===== src/rtl/fg_monitor.sv =====
// fg_monitor: registers the upstream f/g pair, waits out a settle window after reset,
// then counts f rising edges, flags f/g coherence errors and detects runs of f held high.
module fg_monitor #(
    parameter int unsigned CNT_W   = 8,
    parameter int unsigned SETTLE  = 2,
    parameter int unsigned RUN_LEN = 3
) (
    input  logic             CLK1,
    input  logic             RST,
    input  logic             f,
    input  logic             g,
    input  logic             clr,
    output logic             ready,
    output logic [CNT_W-1:0] f_rise_cnt,
    output logic [CNT_W-1:0] err_cnt,
    output logic             err_flag,
    output logic             run_det
);

    typedef enum logic [1:0] {
        IDLE  = 2'd0,
        COUNT = 2'd1,
        HELD  = 2'd2
    } run_state_t;

    localparam logic [3:0]       SETTLE_V = 4'(SETTLE);
    localparam logic [3:0]       RUN_V    = 4'(RUN_LEN);
    localparam logic [CNT_W-1:0] CNT_MAX  = {CNT_W{1'b1}};

    function automatic logic [CNT_W-1:0] sat_inc(input logic [CNT_W-1:0] v);
        if (v == CNT_MAX) begin
            return v;
        end else begin
            return v + CNT_W'(1);
        end
    endfunction

    logic             f_q, f_d, g_q, g_d, f_prev_q, f_prev_d;
    logic [3:0]       settle_q, settle_d;
    logic             ready_q, ready_d;
    logic [CNT_W-1:0] rise_q, rise_d, err_q, err_d;
    logic             flag_q, flag_d, run_det_q, run_det_d;
    logic [3:0]       run_cnt_q, run_cnt_d;
    run_state_t       state_q, state_d;

    // Input capture, settle window, counters and run FSM next-state logic
    always_comb begin
        f_d       = f;
        g_d       = g;
        f_prev_d  = f_q;
        settle_d  = settle_q;
        ready_d   = ready_q;
        rise_d    = rise_q;
        err_d     = err_q;
        flag_d    = flag_q;
        state_d   = state_q;
        run_cnt_d = run_cnt_q;
        run_det_d = 1'b0;

        if (settle_q < SETTLE_V) begin
            settle_d = settle_q + 4'd1;
            ready_d  = ((settle_q + 4'd1) == SETTLE_V) ? 1'b1 : ready_q;
        end else begin
            settle_d = settle_q;
            ready_d  = ready_q;
        end

        // Evaluations use last cycle's captured samples and last cycle's ready
        if (ready_q && f_q && !f_prev_q) begin
            rise_d = sat_inc(rise_q);
        end else begin
            rise_d = rise_q;
        end

        if (ready_q && (f_q == g_q)) begin
            err_d  = sat_inc(err_q);
            flag_d = 1'b1;
        end else begin
            err_d  = err_q;
            flag_d = flag_q;
        end

        if (ready_q) begin
            case (state_q)
                IDLE: begin
                    if (f_q) begin
                        run_cnt_d = 4'd1;
                        if (RUN_V == 4'd1) begin
                            state_d   = HELD;
                            run_det_d = 1'b1;
                        end else begin
                            state_d = COUNT;
                        end
                    end else begin
                        state_d = IDLE;
                    end
                end
                COUNT: begin
                    if (!f_q) begin
                        state_d   = IDLE;
                        run_cnt_d = 4'd0;
                    end else begin
                        run_cnt_d = run_cnt_q + 4'd1;
                        if ((run_cnt_q + 4'd1) == RUN_V) begin
                            state_d   = HELD;
                            run_det_d = 1'b1;
                        end else begin
                            state_d = COUNT;
                        end
                    end
                end
                HELD: begin
                    if (!f_q) begin
                        state_d   = IDLE;
                        run_cnt_d = 4'd0;
                    end else begin
                        state_d = HELD;
                    end
                end
                default: begin
                    state_d   = IDLE;
                    run_cnt_d = 4'd0;
                end
            endcase
        end else begin
            state_d = state_q;
        end

        // clr overrides any same-cycle update but leaves settling and inputs alone
        if (clr) begin
            rise_d    = {CNT_W{1'b0}};
            err_d     = {CNT_W{1'b0}};
            flag_d    = 1'b0;
            state_d   = IDLE;
            run_cnt_d = 4'd0;
            run_det_d = 1'b0;
        end else begin
            run_cnt_d = run_cnt_d;
        end
    end

    // State registers with synchronous reset
    always_ff @(posedge CLK1) begin
        if (RST) begin
            f_q       <= 1'b0;
            g_q       <= 1'b0;
            f_prev_q  <= 1'b0;
            settle_q  <= 4'd0;
            ready_q   <= 1'b0;
            rise_q    <= {CNT_W{1'b0}};
            err_q     <= {CNT_W{1'b0}};
            flag_q    <= 1'b0;
            state_q   <= IDLE;
            run_cnt_q <= 4'd0;
            run_det_q <= 1'b0;
        end else begin
            f_q       <= f_d;
            g_q       <= g_d;
            f_prev_q  <= f_prev_d;
            settle_q  <= settle_d;
            ready_q   <= ready_d;
            rise_q    <= rise_d;
            err_q     <= err_d;
            flag_q    <= flag_d;
            state_q   <= state_d;
            run_cnt_q <= run_cnt_d;
            run_det_q <= run_det_d;
        end
    end

    assign ready      = ready_q;
    assign f_rise_cnt = rise_q;
    assign err_cnt    = err_q;
    assign err_flag   = flag_q;
    assign run_det    = run_det_q;

endmodule


===== config.mk =====
export PLATFORM = sky130hd
export DESIGN_NAME = fg_monitor
export DESIGN_NICKNAME = d
export VERILOG_FILES = /design/src/rtl/fg_monitor.sv
export SDC_FILE = /design/constraint.sdc
export NUM_CORES = 1
export LEC_CHECK = 0
export CAP_MARGIN = 40
export CORE_MARGIN = 1.5
export CORE_UTILIZATION = 50
export DETAILED_ROUTE_END_ITERATION = 10
export DONT_BUFFER_PORTS = 1
export GPL_ROUTABILITY_DRIVEN = 0
export PLACE_DENSITY = 0.62
export SLEW_MARGIN = 15
export SYNTH_ARGS = -nofsm -noshare
export SYNTH_HDL_FRONTEND = slang
export SYNTH_SLANG_ARGS = --single-unit

===== constraint.sdc =====
create_clock -name CLK1 -period 2 [get_ports CLK1]
set_clock_uncertainty 0.1 [all_clocks]
set_input_delay 0.4 -clock CLK1 [delete_from_list [all_inputs] [get_ports CLK1]]
set_output_delay 0.4 -clock CLK1 [all_outputs]
set_load 0.01 [all_outputs]

==> metrics.txt <==
maximum net fanout on the critical path 5; final core utilization 58.1%; Post-Syn Area per Cell 8.97 um2; CTS root buf clkbuf_4; Final ANT Viol Nets 0; storage element area 641 um2; Req. time, crit path 2.12 ns; placed cell area 1550 um2; r2r startpoint f_rise_cnt[0]$_SDFFE_PP0P_; status finished with violations; die width 57.9 um; pwr dens 866 nW/um2; Fill cells 262; failing checks design-rule violations; Multi-input gate area 807 um2; H-tree depth 2; crit path DAT 1.86 ns; Min-Delay Endpoint f_prev_q$_SDFF_PP0_; post-synthesis sequential area ratio 42.5%; crit path launch type flop; Worst Hold Path Cells 1; Post-synth EDFFs 0; async set-reset flop share out of synthesis 0%; hold_buf cts 0; fin area 1630 um2; Die Area 3350 um2; Resize count post-CTS 0; syn nets 179; n_diodes 0; Tcrit/Tclk final 86.6%; synthesis-stage register bit count 32; CTS Sinks 32; Power Total 1.41 mW; Yosys cell types 41; final setup TNS 0 ns; clk_lat worst skew 0.32 ns; max-cap violation count 0; crit end category flop; synthesis-to-layout area growth 8.13%; # setup viols final 0; core region area 2810 um2; clock buffer depth 2; Post-DP HPWL 1980 um; total track usage 18.3%; CTS buffer count 5; global-route wire length before repair 4720 um; min-delay src RST; met2 wire length 1320 um; CTS tree yes; Ys Warns 0; Die H 57.9 um; Worst R2R End f_rise_cnt[1]$_SDFFE_PP0P_; Tmin final 1.73 ns; Placed Cells 198; Synth Flop Type dfxtp_1; leak pwr 0.625 nW; final wirelength 2800 um; Non-Filler Instances 206; Port-buffer cells 0; Slew Viols, Final 0; Slew headroom 74.9%; largest net degree at the start of global routing 20; worst r2r path cells 5; maximum clock rate 577 MHz; Peak VDD IR 0.527 mV; via count of the first global-routing pass 1107; dpl ws 0.290 ns; Syn Inst Count 168; met3 WL 142 um; Final Hold Vio Count 0; drt pass-1 iters 9; initial DRC count 110; FP Rows 19; RSZ-0062 raised after global routing false; Hold Crit Class in -> reg; clock-pin slew on the worst setup and hold paths 0.11 ns; setup ws final 0.268 ns; met1 WL 1320 um; top sig layer met4; vias post-DR 1208; r2r setup slk 0.27 ns; layout cells sized above 1 11.4%; initial antenna violation count 0; hold slack final 0.0359 ns; DR vias/cell 5.86; total grt overflow 0; I/O pins 24; Post-CTS Repair Setup Buffers 0; Initial Utilization 53.7%; Post-route DRC 2; critical path class reg -> reg; Least-Margin Pin Slew 0.373 ns; average routed wire per standard cell 13.6 um; final layout net count 185; Cell Area, Synth 1510 um2
flip-flops by register name, summed over array words and instances (netlist names), 2 cells and up:
| signal | count |
|---|---|
| settle_q | 4 |
| run_cnt_q | 4 |
| err_cnt | 8 |
| state_q | 2 |
| f_rise_cnt | 8 |
report_power, final:
part	switching [mW]	internal, mW	leakage (nW)
Clock	0.215	0.262	0.0422
Combinational	0.116	0.100	0.323
Sequential	0.0406	0.678	0.259
Total	0.372	1.04	0.625
cells by family (layout without fill, tap and decap cells):
| kind of cell | count (synthesis) | after routing | synth area share, % |
|---|---|---|---|
| compound gates | 33 | 33 | 14.3 |
| xor+xnor | 10 | 10 | 7.05 |
| fa+ha+maj | 6 | 6 | 4.98 |
| buf+inv | 13 | 20 | 3.98 |
| flops | 32 | 32 | 42.5 |
| mux | 5 | 5 | 3.32 |
| simple gates | 69 | 69 | 23.9 |
routing by layer:
| layer | global-route usage [%] | up-vias |
|---|---|---|
| met1 | 22.9 | 567 |
| met5 | 0 | - |
| met3 | 7.59 | 2 |
| li1 | - | 608 |
| met2 | 28.2 | 31 |
| met4 | 6.98 | 0 |
cells in the mapped netlist (2+ instances only):
cell       n  area, um2
dfxtp_1   32        641
nor2_1    20       75.1
a21oi_1    9       45.0
nand3_1    9       45.0
o21ai_0    9       45.0
nand2_1    8       30.0
xor2_1     8       70.1
and3_1     6       37.5
ha_1       6       75.1
inv_1      6       22.5
mux2i_1    5       50.1
nand4_1    4       25.0
nor2b_1    4       25.0
or3_1      4       25.0
buf_2      3       15.0
nor3_1     3       15.0
a31oi_1    2       12.5
clkbuf_1   2       7.51
nand3b_1   2       15.0
o211ai_1   2       15.0
o211ai_2   2       25.0
o31ai_1    2       15.0
or4_1      2       15.0
worst max-delay path by stage:
| stage | start | to | slack, ns | cells past startpoint |
|---|---|---|---|---|
| floorplan | f_rise_cnt[0]$_SDFFE_PP0P_ | f_rise_cnt[1]$_SDFFE_PP0P_ | 0.43 | 5 |
| global placement | err_cnt[1]$_SDFFE_PP0P_ | err_cnt[1]$_SDFFE_PP0P_ | 0.36 | 5 |
| detailed placement | f_rise_cnt[0]$_SDFFE_PP0P_ | f_rise_cnt[1]$_SDFFE_PP0P_ | 0.29 | 5 |
| CTS | f_rise_cnt[0]$_SDFFE_PP0P_ | f_rise_cnt[1]$_SDFFE_PP0P_ | 0.26 | 5 |
| global route | f_rise_cnt[0]$_SDFFE_PP0P_ | f_rise_cnt[1]$_SDFFE_PP0P_ | 0.09 | 5 |
| finish | f_rise_cnt[0]$_SDFFE_PP0P_ | f_rise_cnt[1]$_SDFFE_PP0P_ | 0.27 | 5 |
area by class of cell:
class                   count  share of cell area, %
well taps                  31                   2.38
repair buffers              6                   2.76
clock inverters             2                   2.15
inverters                   6                   1.38
flip-flops and latches     32                   39.3
multi-input cells         123                   49.5
clock buffers               6                   2.53
worst max-delay path: stages, from the launching register on:
cell and delay, ns:
dfxtp_1 0.45, ha_1 0.25, nand3_1 0.18, o21ai_0 0.37, mux2i_1 0.23, nor2_1 0.05
placed cells by master (no fill, tap or decap), drive strengths merged, types with 2 or more instances in the layout:
cell    count
o31ai       2
buf         6
clkbuf      6
nand3       9
inv         6
and3        6
xor2        8
nand4       4
o21ai      10
ha          6
nor2       20
dfxtp      32
nand2       9
mux2i       5
a21oi       9
or4         2
nor2b       4
xnor2       2
or3         4
o211ai      4
nand3b      2
nor3        3
a31oi       2
Power figures use the tool's default switching activity.
